`src/rtl/mult_pkg.sv`:
```
`default_nettype none
// ============================================================================
//  Module      : mult_pkg
//  Description : Shared types and constants for the shift-add multiplier
//                controller: state encoding, default sizes and the Moore
//                output decode used by mult_control.
//  Revision    : 1.0  initial release
// ============================================================================
package mult_pkg;

  // Default operand width and iteration counter width (2**CNT_W > WIDTH).
  localparam int DEFAULT_WIDTH = 32;
  localparam int DEFAULT_CNT_W = 6;

  // State encoding shared with anything that inspects the controller.
  localparam logic [1:0] ST_IDLE = 2'd0;
  localparam logic [1:0] ST_LOAD = 2'd1;
  localparam logic [1:0] ST_RUN  = 2'd2;
  localparam logic [1:0] ST_DONE = 2'd3;

  typedef enum logic [1:0] {
    IDLE = ST_IDLE,
    LOAD = ST_LOAD,
    RUN  = ST_RUN,
    DONE = ST_DONE
  } state_t;

  // Outputs that depend on the state register only.
  typedef struct packed {
    logic b_sel;
    logic a_sel;
    logic prod_sel;
    logic busy;
    logic done;
  } ctrl_t;

  // Moore decode. LOAD selects the operand loads and clears the product;
  // every other state leaves the product register holding (add_sel is
  // handled separately because it also depends on the B LSB in RUN).
  function automatic ctrl_t ctrl_decode(input state_t s);
    ctrl_t c;
    c.b_sel    = 1'b1;
    c.a_sel    = 1'b1;
    c.prod_sel = 1'b1;
    c.busy     = 1'b0;
    c.done     = 1'b0;
    case (s)
      LOAD: begin
        c.b_sel    = 1'b0;
        c.a_sel    = 1'b0;
        c.prod_sel = 1'b0;
        c.busy     = 1'b1;
      end
      RUN:     c.busy = 1'b1;
      DONE:    c.done = 1'b1;
      default: ;
    endcase
    return c;
  endfunction

endpackage
`default_nettype wire

```
`src/rtl/mult_control_if.sv`:
```
`default_nettype none
// ============================================================================
//  Module      : mult_control_if
//  Description : Handshake and datapath-select bundle between the multiplier
//                controller (slave side) and its user/datapath (master side).
//  Revision    : 1.0  initial release
// ============================================================================
interface mult_control_if #(
  parameter int CNT_W = mult_pkg::DEFAULT_CNT_W
);

  // Handshake from the consumer and LSB feedback from the datapath.
  logic             Start;
  logic             Ack;
  logic             iB_LSB;

  // Datapath selects and status.
  logic             b_sel;
  logic             a_sel;
  logic             add_sel;
  logic             prod_sel;
  logic             Busy;
  logic             Done;
  logic [CNT_W-1:0] Iter;

  // Controller side.
  modport slave (
    input  Start,
    input  Ack,
    input  iB_LSB,
    output b_sel,
    output a_sel,
    output add_sel,
    output prod_sel,
    output Busy,
    output Done,
    output Iter
  );

  // Requester / datapath side.
  modport master (
    output Start,
    output Ack,
    output iB_LSB,
    input  b_sel,
    input  a_sel,
    input  add_sel,
    input  prod_sel,
    input  Busy,
    input  Done,
    input  Iter
  );

endinterface
`default_nettype wire

```
`src/rtl/mult_iter_counter.sv`:
```
`default_nettype none
// ============================================================================
//  Module      : mult_iter_counter
//  Description : Iteration counter for the shift-add sequence. Clears to 0,
//                increments on request and saturates at WIDTH-1, flagging
//                the terminal count.
//  Revision    : 1.0  initial release
// ============================================================================
module mult_iter_counter
  import mult_pkg::*;
#(
  parameter int WIDTH = DEFAULT_WIDTH,
  parameter int CNT_W = DEFAULT_CNT_W
) (
  input  logic             Clock,
  input  logic             Reset,
  input  logic             clr_i,
  input  logic             inc_i,
  output logic [CNT_W-1:0] cnt_o,
  output logic             tc_o
);

  localparam logic [CNT_W-1:0] TC_VAL = CNT_W'(WIDTH - 1);

  logic [CNT_W-1:0] cnt_q;
  logic [CNT_W-1:0] cnt_d;
  logic             tc;

  assign tc = (cnt_q == TC_VAL);

  // Next count: clear wins, otherwise step until the terminal value and hold.
  always_comb begin
    cnt_d = cnt_q;
    if (clr_i) begin
      cnt_d = '0;
    end else if (inc_i && !tc) begin
      cnt_d = cnt_q + 1'b1;
    end
  end

  // Count register.
  always_ff @(posedge Clock) begin
    if (Reset) begin
      cnt_q <= '0;
    end else begin
      cnt_q <= cnt_d;
    end
  end

  assign cnt_o = cnt_q;
  assign tc_o  = tc;

endmodule
`default_nettype wire

```
`src/rtl/mult_control.sv`:
```
`default_nettype none
// ============================================================================
//  Module      : mult_control
//  Description : Four-state controller for a WIDTH-iteration shift-add
//                multiplier. Drives the A/B/product selects of the datapath,
//                runs exactly WIDTH add/shift cycles per operation and holds
//                the result with Done high until the consumer acknowledges.
//  Revision    : 1.0  initial release
// ============================================================================
module mult_control
  import mult_pkg::*;
#(
  parameter int WIDTH = DEFAULT_WIDTH,
  parameter int CNT_W = DEFAULT_CNT_W
) (
  input  logic         Clock,
  input  logic         Reset,
  mult_control_if.slave bus
);

  state_t           state_q;
  state_t           state_d;
  logic [CNT_W-1:0] iter;
  logic             iter_tc;
  logic             iter_clr;
  logic             iter_inc;
  ctrl_t            ctrl;

  // State register; reset overrides any Start/Ack seen in the same cycle.
  always_ff @(posedge Clock) begin
    if (Reset) begin
      state_q <= IDLE;
    end else begin
      state_q <= state_d;
    end
  end

  // Next-state logic. Start is only looked at in IDLE and DONE, Ack only in
  // DONE, so requests arriving mid-operation are dropped rather than queued.
  always_comb begin
    state_d = state_q;
    case (state_q)
      IDLE: begin
        if (bus.Start) begin
          state_d = LOAD;
        end
      end
      LOAD: begin
        state_d = RUN;
      end
      RUN: begin
        if (iter_tc) begin
          state_d = DONE;
        end
      end
      DONE: begin
        if (bus.Ack) begin
          state_d = bus.Start ? LOAD : IDLE;
        end
      end
      default: begin
        state_d = IDLE;
      end
    endcase
  end

  // LOAD zeroes the counter so the first RUN cycle reports iteration 0;
  // the counter saturates at WIDTH-1 and that value stays visible in DONE.
  assign iter_clr = (state_q == LOAD);
  assign iter_inc = (state_q == RUN);

  mult_iter_counter #(
    .WIDTH (WIDTH),
    .CNT_W (CNT_W)
  ) u_iter_counter (
    .Clock (Clock),
    .Reset (Reset),
    .clr_i (iter_clr),
    .inc_i (iter_inc),
    .cnt_o (iter),
    .tc_o  (iter_tc)
  );

  // Moore outputs decoded from the state register only.
  always_comb begin
    ctrl = ctrl_decode(state_q);
  end

  assign bus.b_sel    = ctrl.b_sel;
  assign bus.a_sel    = ctrl.a_sel;
  assign bus.prod_sel = ctrl.prod_sel;
  assign bus.Busy     = ctrl.busy;
  assign bus.Done     = ctrl.done;
  assign bus.Iter     = iter;

  // The add decision must follow the current B LSB in the same cycle, so it
  // is a direct AND with the RUN decode and carries no register.
  assign bus.add_sel  = (state_q == RUN) & bus.iB_LSB;

endmodule
`default_nettype wire

```
`src/flat_wrapper.sv`:
```
// flat-port wrapper written by rule: the top's interface ports become plain ports
module mult_control_flat import mult_pkg::*;
#(
  parameter int WIDTH = DEFAULT_WIDTH,
  parameter int CNT_W = DEFAULT_CNT_W
)
  (Clock, Reset, bus_Start, bus_Ack, bus_iB_LSB, bus_b_sel, bus_a_sel, bus_add_sel, bus_prod_sel, bus_Busy, bus_Done, bus_Iter);
  mult_control_if #(.CNT_W(CNT_W)) bus_i ();
  input  logic Clock;
  input  logic Reset;
  input wire logic [$bits(bus_i.Start)-1:0] bus_Start;
  input wire logic [$bits(bus_i.Ack)-1:0] bus_Ack;
  input wire logic [$bits(bus_i.iB_LSB)-1:0] bus_iB_LSB;
  output wire logic [$bits(bus_i.b_sel)-1:0] bus_b_sel;
  output wire logic [$bits(bus_i.a_sel)-1:0] bus_a_sel;
  output wire logic [$bits(bus_i.add_sel)-1:0] bus_add_sel;
  output wire logic [$bits(bus_i.prod_sel)-1:0] bus_prod_sel;
  output wire logic [$bits(bus_i.Busy)-1:0] bus_Busy;
  output wire logic [$bits(bus_i.Done)-1:0] bus_Done;
  output wire logic [$bits(bus_i.Iter)-1:0] bus_Iter;
  assign bus_i.Start = bus_Start;
  assign bus_i.Ack = bus_Ack;
  assign bus_i.iB_LSB = bus_iB_LSB;
  assign bus_b_sel = bus_i.b_sel;
  assign bus_a_sel = bus_i.a_sel;
  assign bus_add_sel = bus_i.add_sel;
  assign bus_prod_sel = bus_i.prod_sel;
  assign bus_Busy = bus_i.Busy;
  assign bus_Done = bus_i.Done;
  assign bus_Iter = bus_i.Iter;
  mult_control #(.WIDTH(WIDTH), .CNT_W(CNT_W)) u_core (.Clock(Clock), .Reset(Reset), .bus(bus_i));
endmodule
```
`config.mk`:
```
export PLATFORM = sky130hd
export DESIGN_NAME = mult_control_flat
export DESIGN_NICKNAME = d
export VERILOG_FILES = /design/src/rtl/mult_pkg.sv /design/src/rtl/mult_control_if.sv /design/src/rtl/mult_iter_counter.sv /design/src/rtl/mult_control.sv /design/src/flat_wrapper.sv
export SDC_FILE = /design/constraint.sdc
export NUM_CORES = 1
export LEC_CHECK = 0
export ABC_AREA = 1
export BUFFER_PORTS_ARGS = -buffer_cell sky130_fd_sc_hd__buf_2
export CAP_MARGIN = 30
export CELL_PAD_IN_SITES_DETAIL_PLACEMENT = 1
export CELL_PAD_IN_SITES_GLOBAL_PLACEMENT = 2
export CORE_MARGIN = 4
export CORE_UTILIZATION = 23
export DETAILED_ROUTE_END_ITERATION = 8
export HOLD_SLACK_MARGIN = 0.12
export PLACE_DENSITY_LB_ADDON = 0.05
export SLEW_MARGIN = 25
export SYNTH_ARGS = -nofsm -noshare
export SYNTH_HDL_FRONTEND = slang
export SYNTH_SLANG_ARGS = --single-unit
```
`constraint.sdc`:
```
create_clock -name Clock -period 1.3 [get_ports Clock]
set_input_delay 0.065 -clock Clock [delete_from_list [all_inputs] [get_ports Clock]]
set_output_delay 0.065 -clock Clock [all_outputs]
set_load 0.03 [all_outputs]
```
# Yosys cells after proc, flatten, opt, wreduce, memory -nomap -nowiden
# Cells that the tools add are included.
[word_totals]
register_bits = 8
input_bits = 5
elab_cells = 25
[op_classes]
addsub = 1
eq_ne = 7
muxes = 8
bitwise_logic = 1
reduce_logical = 6
[op_table]
columns = ["operator", "count"]
rows = [
  ["$pmux W2 S4", 1],
  ["$add A6 B1 Y6 const B", 1],
  ["$eq A6 B5 Y1 const B", 1],
  ["$mux W2", 3],
  ["$eq A2 B2 Y1 const B", 2],
  ["$ne A2 B2 Y1 const B", 2],
  ["$reduce_or A2 Y1", 2],
  ["$mux W1", 3],
  ["$mux W3", 1],
  ["$reduce_and A3 Y1", 1],
  ["$eq A2 B1 Y1 const B", 1],
  ["$logic_not A2 Y1", 1],
  ["$ne A2 B1 Y1 const B", 1],
  ["$and A1 B1 Y1", 1],
  ["$logic_and A1 B1 Y1", 1],
  ["$logic_not A1 Y1", 1],
]

# Depth between registers and ports, before layout
# Gate-level depths: netlist of the first run.
[depth]
word_depth = 3
ltp_mapped = 8
depth_no_buf = 8

# Hierarchy
# A second synthesis of the first run with hierarchy kept.
[unflattened]
cells_unflattened = 83
hier_area_um2 = 573.0
[modules_own_cells]
columns = ["mod", "n_inst", "cells_per_inst", "area_each_um2", "seq_area_each_um2"]
rows = [
  ["mult_iter_counter", 1, 49, 350.3, 120.1],
  ["mult_control", 1, 34, 222.7, 40.0],
]

# Worst setup path after synthesis of the first run
# Ideal clock, no wire load.
[synth_path]
path_kind = "register to register"
from = "register u_core.u_iter_counter.cnt_q[0] (netlist: u_core.u_iter_counter.cnt_o[0])"
to = "register u_core.state_q[0]"
setup_time_ns = 0.115
t_arrival_ns = 1.312
required_ns = 1.185
slack_ns = -0.127
path_stages_with_launch = 9
path_buffers = 0
synth_period_minus_slack_ns = 1.427
cell_sequence = "dfxtp_1 -> ha_1 -> inv_2 -> nor2_4 -> nand2_4 -> nand2_4 -> nand3_1 -> nand2_1 -> nor2_1"
[synth_via]
elab_chain_cells = 3
[synth_rtl]
columns = ["item", "line", "rtl"]
rows = [
  ["start: declaration", "mult_iter_counter.sv:25", "logic [CNT_W-1:0] cnt_q;"],
  ["start signal: assignment", "mult_iter_counter.sv:46", "cnt_q <= cnt_d;"],
  ["$eq A6 B5 Y1", "mult_iter_counter.sv:29", "assign tc = (cnt_q == TC_VAL);"],
  ["$ne A2 B1 Y1 (no line)", "n/a", ""],
  ["$reduce_and A3 Y1 (no line)", "n/a", ""],
  ["end signal: assignment", "mult_control.sv:34", "state_q <= state_d;"],
  ["end: declaration", "mult_control.sv:21", "state_t state_q;"],
]
# Every way passes these cells.
# A chain may end at the register's enable or synchronous reset.

# Worst setup path in the final report of the first run
[layout_path]
from = "register u_core.state_q[0]"
to = "register u_core.state_q[1]"
[layout_via]
elab_chain_cells = 3
word_cells_on_any_way = 9
[layout_rtl]
columns = ["item", "line", "rtl"]
rows = [
  ["$eq A2 B2 Y1 or $logic_not A2 Y1 (tied branches)", "mult_control.sv:42", "case (state_q)"],
  ["$ne A2 B1 Y1 (no line) or $ne A2 B2 Y1 (tied branches)", "n/a", ""],
  ["$reduce_and A3 Y1 (no line)", "n/a", ""],
]
# Several ways; a longest one is shown, not always the timed one.

==> results.cfg, run 1 <==
[status]
outcome = finished, final reports clean

[placement]
portBuffers = 16
dpl.hpwl_um = 1310
place_congestion = 0.676
placed_cell_area_um2 = 754

[clock_tree]
cts_buffers = 3
clock_latency_ns = 0.25
clkSinkCount = 8
cts_tree = yes
path_clk_slew_ns = 0.06
cts_max_level = 1
root_buffer = clkbuf_4
clockBufferDepth = 2

[hold_path]
hp-class = primary input to register
hold_path_end = u_core.state_q[1]$_SDFFE_PP0P_
hold_start = bus_Ack
min_path_cells = 5

[synth]
synthTopCellsByArea = dfxtp_1, nand2_1, ha_1
syn_avg_cell_area_um2 = 6.68
synth_top_cell_area_share = 0.279
yosys_warnings = 0
synth_seq_cells = 8
synth_cells = 86
seq_area_frac_synth = 0.279
syn_nets = 97
synth_top_area_cell = dfxtp_1
synth_cell_types = 19
netlist_area_um2 = 574

[sta]
slew_viol_final = 0
tightest_slew_ns = 0.244
post-route-period-util = 0.969
fin_worst_skew_ns = 0.00556
fmax_mhz = 794
maxSlewHeadroom = 0.837
fin_crit_ns = 1.26
finalHoldViolations = 0
fin_setup_tns_ns = 0
finalSetupViolCount = 0
grt_setup_unrepaired = true
holdWs_ns = 0.268

[worst_setup_path]
timing.rr.end = u_core.state_q[1]$_SDFFE_PP0P_
crit_type = register to register
regToRegStartpoint = u_core.state_q[0]$_SDFFE_PP0P_
ff2ff_path_depth = 7
endpoint_kind = register
regToRegSetupSlack_ns = 0.04
cp_data_required_time_ns = 1.45
arrival_ns = 1.41
worst-path-max-fanout = 4
startpoint_type = register

[die]
die_x_um = 58.0
start_util = 0.250
fp.coreArea_um2 = 2300
die_h_um = 58.0
num_io_pins = 17
row_count = 17
dieArea_um2 = 3360

[pwr]
power_w = 0.00183
power_density_nw_per_um2 = 2060
ir_worst_vdd_uv = 923
p_leak_nw = 0.445

[final_layout]
finalNetCount = 129
regArea_um2 = 168
fill_cells = 306
drive_gt1_frac = 0.466
design_area_um2 = 891
area_growth_pct = 55.1
multi_input_area_um2 = 382
antenna_cells = 0

[run]
maxCapViolCount = 0

[global_route]
grt_max_degree = 9
antenna_found_initial = 0
gr-usage-all-layers = 0.105
grt_pass1_wl_um = 2730
gr-total-overflow = 0
first_global_vias = 593

[drt]
wire_per_inst_um = 11.9
drtIter0Drc = 17
drc = 0
via_count = 606
wirelength_um = 1710
drt-vias-per-instance = 4.21
ant_nets = 0
firstDrtPassIters = 2
[cells by family (layout without fill, tap and decap cells)]
kind of cell    count (synthesis)  after routing  share of synthesized area
simple gates                   44             44                      0.355
flops                           8              8                      0.279
fa+ha+maj                       6              6                      0.131
compound gates                  9              9                     0.0893
buf+inv                        18             48                      0.131
xor+xnor                        1              1                     0.0153
[state kept, by name, summed over array words and instances (netlist names)]
name and flops:
u_core.u_iter_counter.cnt_o 6, u_core.state_q 2
[Yosys cell counts]
| library cell | count |
|---|---|
| a21boi_2 | 1 |
| nor2_2 | 1 |
| nor2_4 | 1 |
| nand2_1 | 21 |
| ha_1 | 6 |
| nor2_1 | 11 |
| dfxtp_1 | 8 |
| clkinv_1 | 1 |
| inv_1 | 14 |
| nand4_1 | 2 |
| nand2_4 | 2 |
| o21ai_0 | 2 |
| nand2_2 | 1 |
| inv_2 | 1 |
| buf_4 | 2 |
| o21ai_1 | 1 |
| a21oi_1 | 5 |
| nand3_1 | 5 |
| xor2_1 | 1 |
[area by class of cell]
cell class | count | share of cell area
multi-input combinational | 60 | 0.428
timing repair buffer | 29 | 0.249
clock buffer | 3 | 0.0253
sequential | 8 | 0.188
tap | 28 | 0.0393
inverter | 16 | 0.0702
[through the flow]
step | worst slack, ns | utilization | instances
final | 0.0407 | 0.388 | 144
after global routing | -0.0323 | 0.388 | 144
after CTS | 0.00860 | 0.357 | 142
after detailed placement | 0.0344 | 0.328 | 138
after global placement | 0.0228 | 0.328 | 138
after floorplan | 0.0201 | - | 86
[critical path: stages (launching register included)]
cell and delay, ns:
dfxtp_2 0.35, buf_4 0.12, ha_2 0.19, inv_1 0.06, o21ai_2 0.14, inv_2 0.08, a21oi_2 0.16, nor2_2 0.05
[metal layers]
metal / global-route usage / part of all wire / up-vias
met3: 0.0267 / 0.031 / 0
met1: 0.151 / 0.50 / 276
li1: - / - / 322
met5: 0 / 0 / -
met2: 0.153 / 0.47 / 8
met4: 0.0298 / 0 / 0
[worst max-delay path by stage]
stage	start	slack, ns	cells past startpoint	end
2_1_floorplan	u_core.u_iter_counter.cnt_o[0]$_SDFFE_PP0P_	0.02	8	u_core.state_q[0]$_SDFFE_PP0P_
3_3_place_gp	u_core.state_q[0]$_SDFFE_PP0P_	0.02	7	u_core.state_q[0]$_SDFFE_PP0P_
3_5_place_dp	u_core.state_q[0]$_SDFFE_PP0P_	0.03	7	u_core.state_q[0]$_SDFFE_PP0P_
4_1_cts	u_core.state_q[1]$_SDFFE_PP0P_	0.009	5	bus_prod_sel
5_1_grt	u_core.state_q[0]$_SDFFE_PP0P_	-0.03	7	u_core.state_q[1]$_SDFFE_PP0P_
6_report	u_core.state_q[0]$_SDFFE_PP0P_	0.04	7	u_core.state_q[1]$_SDFFE_PP0P_
[where the power goes]
part	leakage, nW	internal, W	switching (W)
clock	0.0138	0.000106	0.0000937
sequential	0.0669	0.000312	0.0000569
combinational	0.365	0.000547	0.000718
total	0.445	0.000966	0.000869
[what timing repair did]
item	in CTS	in global routing
setup endpoints to repair	5	8
setup buffers	0	2
resized for setup	15	12
hold endpoints to repair	2	0
hold buffers	1	0
pin swaps	0	1
[placed cells by master (no fill, tap or decap), drive strengths merged]
master	n
buf	28
nand2	24
inv	15
nor2	13
dfxtp	8
ha	6
nand3	5
a21oi	5
clkbuf	3
o21ai	3
nand4	2
clkinv	1
a21boi	1
xor2	1
dlygate4sd3	1
Note: power is estimated with default switching activity, not from simulation.
==> inputs of run 2 (changes only) <==
--- a/config.mk
+++ b/config.mk
@@ -15,7 +15,9 @@
 export DETAILED_ROUTE_END_ITERATION = 8
 export HOLD_SLACK_MARGIN = 0.12
 export PLACE_DENSITY_LB_ADDON = 0.05
+export SKIP_CTS_REPAIR_TIMING = 1
 export SLEW_MARGIN = 25
 export SYNTH_ARGS = -nofsm -noshare
 export SYNTH_HDL_FRONTEND = slang
+export SYNTH_HIERARCHICAL = 1
 export SYNTH_SLANG_ARGS = --single-unit
==> run 2 against run 1 <==
Effect of this change: the run now ends with negative setup slack left; global-route usage decreased by 0.42 points; synthesized area is 0.22% lower; setup slack worse by 0.049 ns; largest cell class unchanged; largest power group unchanged; highest routed layer is now met4.
==> results.cfg, run 2 <==
[global_route]
gr-usage-all-layers = 0.101
grt_max_degree = 6
antenna_found_initial = 0
gr-total-overflow = 0
first_global_vias = 582
grt_pass1_wl_um = 2460

[final_layout]
finalNetCount = 127
largest_register_ff_count = 6
layout_commonest_cell = nand2_1
fill_cells = 304
design_area_um2 = 863
layout_common_cells = nand2_1, buf_2, buf_4
area_growth_pct = 50.7
antenna_cells = 0
drive_gt1_frac = 0.478

[clock_tree]
cts_max_level = 1
clock_latency_ns = 0.26
clockBufferDepth = 2
cts_buffers = 3
cts_tree = yes
root_buffer = clkbuf_4
clkSinkCount = 8
path_clk_slew_ns = 0.06

[status]
violations = negative setup slack
outcome = finished with violations

[sta]
tightest_slew_ns = 0.227
finalSetupViolCount = 1
finalHoldViolations = 0
fin_crit_ns = 1.31
slew_viol_final = 0
timing.final.ws_setup_ns = -0.00799
grt_setup_unrepaired = true
fin_worst_skew_ns = 0.00139
post-route-period-util = 1.01
maxSlewHeadroom = 0.849
holdWs_ns = 0.196
fmax_mhz = 765

[die]
start_util = 0.249
die_h_um = 57.9
die_x_um = 57.9
num_io_pins = 17
dieArea_um2 = 3350
row_count = 17
fp.coreArea_um2 = 2300

[drt]
via_count = 604
drtIter0Drc = 7
wire_per_inst_um = 10.7
wirelength_um = 1530
drt-vias-per-instance = 4.22
ant_nets = 0
firstDrtPassIters = 2
drc = 0

[hold_path]
hp-class = primary input to register

[synth]
seq_area_frac_synth = 0.279
netlist_area_um2 = 573
synth_edf_count = 0
syn_nets = 94
yosysMostFrequentCell = nand2_1
synthFlopType = dfxtp_1
synthTopCellsByArea = dfxtp_1, nand2_1, ha_1
syn_avg_cell_area_um2 = 6.90
synth_seq_cells = 8
synthArstFlopShare = 0
yosys_warnings = 6
synth_common_cells = nand2_1, inv_1, dfxtp_1
synth_cell_types = 18
synth_top_cell_area_share = 0.279
synth_cells = 83
synth_top_area_cell = dfxtp_1

[worst_setup_path]
crit_type = register to register
startpoint_type = register
worst-path-max-fanout = 3
endpoint_kind = register
cp_data_required_time_ns = 1.49
arrival_ns = 1.50

[pwr]
power_density_nw_per_um2 = 1730
ir_worst_vdd_uv = 1020
p_leak_nw = 0.456

[placement]
portBuffers = 16
placed_cell_area_um2 = 779
dpl.hpwl_um = 1260
place_congestion = 0.678

[run]
maxCapViolCount = 0
run 2: cell count changes after synthesis, sizes merged:
cell,before,now
clkinv,1,0
nand2,24,25
nand3,5,6
nand4,2,3
nor2,13,10
o21ai,3,1
run 2: path summary, 6_finish.rpt:
kind | from | endpoint | slack, ns | cells past startpoint
worst max-delay path | u_core/u_iter_counter/cnt_o[0]$_SDFFE_PP0P_ | u_core/state_q[0]$_SDFFE_PP0P_ | -0.008 | 11
worst min register to register | u_core/u_iter_counter/cnt_o[3]$_SDFFE_PP0P_ | u_core/u_iter_counter/cnt_o[3]$_SDFFE_PP0P_ | 0.50 | 2
worst min-delay path | bus_Start | u_core/state_q[0]$_SDFFE_PP0P_ | 0.20 | 5
worst max register to register | u_core/u_iter_counter/cnt_o[0]$_SDFFE_PP0P_ | u_core/state_q[0]$_SDFFE_PP0P_ | -0.008 | 11
run 2: cell type report:
| type | count | area, um2 | share of cell area |
|---|---|---|---|
| clock buffer | 4 | 26.3 | 0.0304 |
| inverter | 15 | 56.3 | 0.0652 |
| sequential | 8 | 173 | 0.200 |
| timing repair buffer | 30 | 193 | 0.223 |
| multi-input combinational | 58 | 380 | 0.441 |
| tap | 28 | 35.0 | 0.0406 |
run 2: metrics by stage:
stage               utilization  power [W]  setup TNS, ns  instances  worst slack (ns)
global route              0.376    0.00164         -0.429        143            -0.101
finish                    0.376    0.00149       -0.00799        143          -0.00799
CTS                       0.351    0.00146        -0.0738        140           -0.0394
floorplan                     -   0.000984         -0.118         83           -0.0638
global placement          0.339    0.00122              0        136          0.000502
detailed placement        0.339    0.00123        -0.0307        136           -0.0202
run 2: cell families after synthesis:
kind of cell | Yosys count | synth area share
compound gates | 7 | 0.0786
fa+ha+maj | 6 | 0.131
xor+xnor | 1 | 0.0153
buf+inv | 17 | 0.124
simple gates | 44 | 0.371
flops | 8 | 0.279
run 2: critical path, stage by stage (launching register included):
cell     delay (ns)
dfxtp_4        0.36
ha_4           0.15
nand2_4        0.05
nor2_4         0.12
nand2_4        0.06
inv_2          0.05
inv_2          0.03
nand2_2        0.06
nand2_2        0.07
nor2_4         0.10
nand2_1        0.06
a21oi_1        0.13
run 2: report_power, final:
part | leakage, nW | internal (W) | switching [W]
clock network | 0.0150 | 0.000118 | 0.0000992
registers | 0.0685 | 0.000305 | 0.0000405
logic | 0.372 | 0.000360 | 0.000570
run 2: per-layer routing:
layer | vias to the layer above | part of all wire | global-route usage
li1 | 319 | - | -
met1 | 269 | 0.44 | 0.114
met2 | 14 | 0.50 | 0.165
met3 | 2 | 0.042 | 0.0134
met4 | 0 | 0.018 | 0.0894
met5 | - | 0 | 0
==> inputs of run 3 (changes only) <==
--- a/config.mk
+++ b/config.mk
@@ -15,9 +15,9 @@
 export DETAILED_ROUTE_END_ITERATION = 8
 export HOLD_SLACK_MARGIN = 0.12
 export PLACE_DENSITY_LB_ADDON = 0.05
+export SETUP_SLACK_MARGIN = 0.5
 export SKIP_CTS_REPAIR_TIMING = 1
 export SLEW_MARGIN = 25
 export SYNTH_ARGS = -nofsm -noshare
 export SYNTH_HDL_FRONTEND = slang
-export SYNTH_HIERARCHICAL = 1
 export SYNTH_SLANG_ARGS = --single-unit
==> run 3 against run 2 <==
Effect of this change: the flow now finishes without violations; setup slack better by 0.013 ns; first-iteration DRC count increased by 110%; via count grew 4.5%; register-to-register slack improved by 0.09 ns; global-route usage about the same; routed wire length grew 8.0%; sequential share of layout area is 0.81 points lower; utilization is 5.6 points higher; cell count down 1.4%; die area rose by 0.19%; clock power decreased by 4%; maximum frequency is 1.0% higher.
==> results.cfg, run 3 (synthesis gave the netlist of run 1 again) <==
[clock_tree]
cts_tree = yes
clockBufferDepth = 2
path_clk_slew_ns = 0.06
cts_buffers = 3
root_buffer = clkbuf_4
clkSinkCount = 8
cts_max_level = 1
clock_latency_ns = 0.26

[drt]
drc = 0
drtIter0Drc = 15
via_count = 631
wirelength_um = 1650
firstDrtPassIters = 3
ant_nets = 0
wire_per_inst_um = 11.7
drt-vias-per-instance = 4.48

[global_route]
antenna_found_initial = 0
first_global_vias = 576
gr-usage-all-layers = 0.101
grt_pass1_wl_um = 2640
grt_max_degree = 9
gr-total-overflow = 0

[final_layout]
fill_cells = 294
design_area_um2 = 991
finalNetCount = 125
antenna_cells = 0
area_growth_pct = 72.5
drive_gt1_frac = 0.504
layout_common_cells = nand2_1, buf_6, inv_1, nor2_1, buf_4
layout_commonest_cell = nand2_1
largest_register_ff_count = 6
fin_cells = 141

[worst_setup_path]
startpoint_type = register
crit_type = register to output pin
arrival_ns = 1.23
regToRegSetupSlack_ns = 0.08
timing.rr.end = u_core.state_q[0]$_SDFFE_PP0P_
ff2ff_path_depth = 9
endpoint_kind = output pin
worst-path-max-fanout = 5
cp_data_required_time_ns = 1.24
regToRegStartpoint = u_core.state_q[0]$_SDFFE_PP0P_

[die]
die_h_um = 58.0
row_count = 17
start_util = 0.250
num_io_pins = 17
dieArea_um2 = 3360
fp.coreArea_um2 = 2300
die_x_um = 58.0

[run]
maxCapViolCount = 0

[sta]
tightest_slew_ns = 0.229
slew_viol_final = 0
fin_worst_skew_ns = 0.0142
post-route-period-util = 0.996
timing.final.ws_setup_ns = 0.00525
grt_setup_unrepaired = true
fmax_mhz = 772
maxSlewHeadroom = 0.847
finalHoldViolations = 0
fin_crit_ns = 1.29
finalSetupViolCount = 0

[placement]
place_congestion = 0.654
place_ws_ns = 0.101
dp_cells = 129
placed_cell_area_um2 = 790
dpl.hpwl_um = 1240
portBuffers = 16

[hold_path]
hp-class = primary input to register
hold_start = Reset
min_path_cells = 4
hold_path_end = u_core.u_iter_counter.cnt_o[0]$_SDFFE_PP0P_

[pwr]
power_density_nw_per_um2 = 1930
ir_worst_vdd_uv = 1110
p_leak_nw = 0.438

[status]
outcome = finished, final reports clean
[run 3: cell types whose count changed in the layout (fill, tap and decap cells not counted), sizes merged]
cell | previous run | this run
o21ai | 1 | 3
clkinv | 0 | 1
clkbuf | 6 | 4
nand3 | 6 | 5
nand4 | 3 | 2
buf | 27 | 24
nand2 | 25 | 24
nor2 | 10 | 13
[run 3: per-stage QoR]
step | util | total power, W | TNS (ns) | hold WS (ns)
after detailed placement | 0.344 | 0.00147 | 0 | 0.363
final | 0.431 | 0.00191 | 0 | 0.0861
after global routing | 0.431 | 0.00208 | -0.148 | 0.105
after floorplan | - | 0.00127 | 0 | 0.210
after CTS | 0.355 | 0.00169 | -0.0554 | 0.0854
after global placement | 0.344 | 0.00147 | 0 | 0.358
[run 3: final cells by class]
cell class                      instances  area [um2]  share of cell area
Clock buffer                            4        26.3              0.0265
Inverter                               16        75.1              0.0758
Multi-Input combinational cell         60         434               0.438
Sequential cell                         8         190               0.192
Tap cell                               28        35.0              0.0354
Timing Repair Buffer                   25         230               0.232
[run 3: worst max-delay path by stage]
stage	startpoint	to	slack (ns)
final	u_core.state_q[0]$_SDFFE_PP0P_	bus_add_sel	0.005
after global routing	u_core.state_q[0]$_SDFFE_PP0P_	bus_add_sel	-0.04
after CTS	u_core.state_q[0]$_SDFFE_PP0P_	bus_add_sel	-0.06
after detailed placement	u_core.u_iter_counter.cnt_o[1]$_SDFFE_PP0P_	u_core.state_q[1]$_SDFFE_PP0P_	0.10
after global placement	u_core.u_iter_counter.cnt_o[1]$_SDFFE_PP0P_	u_core.state_q[1]$_SDFFE_PP0P_	0.1
after floorplan	u_core.u_iter_counter.cnt_o[1]$_SDFFE_PP0P_	u_core.state_q[0]$_SDFFE_PP0P_	0.14
[run 3: where the power goes]
part           internal [W]  leakage, nW  switching [W]  total (W)
Clock              0.000118       0.0150      0.0000914   0.000209
Combinational      0.000586        0.352       0.000678    0.00126
Sequential         0.000317       0.0711       0.000118   0.000435
[run 3: routing by layer]
layer / GRT usage / routed length (um) / share of wire / vias to the layer above
met5: 0 / 0 / 0 / -
met4: 0.0199 / 19 / 0.012 / 0
met3: 0.0334 / 69 / 0.042 / 5
met2: 0.153 / 765 / 0.46 / 10
met1: 0.139 / 795 / 0.48 / 299
li1: - / - / - / 317
[run 3: worst max-delay path, cell delays in order, from the launching register on]
cell and delay (ns):
dfxtp_4 0.41, inv_6 0.06, ha_4 0.17, buf_12 0.13, nand2_4 0.05, inv_4 0.03
buf_6 0.12
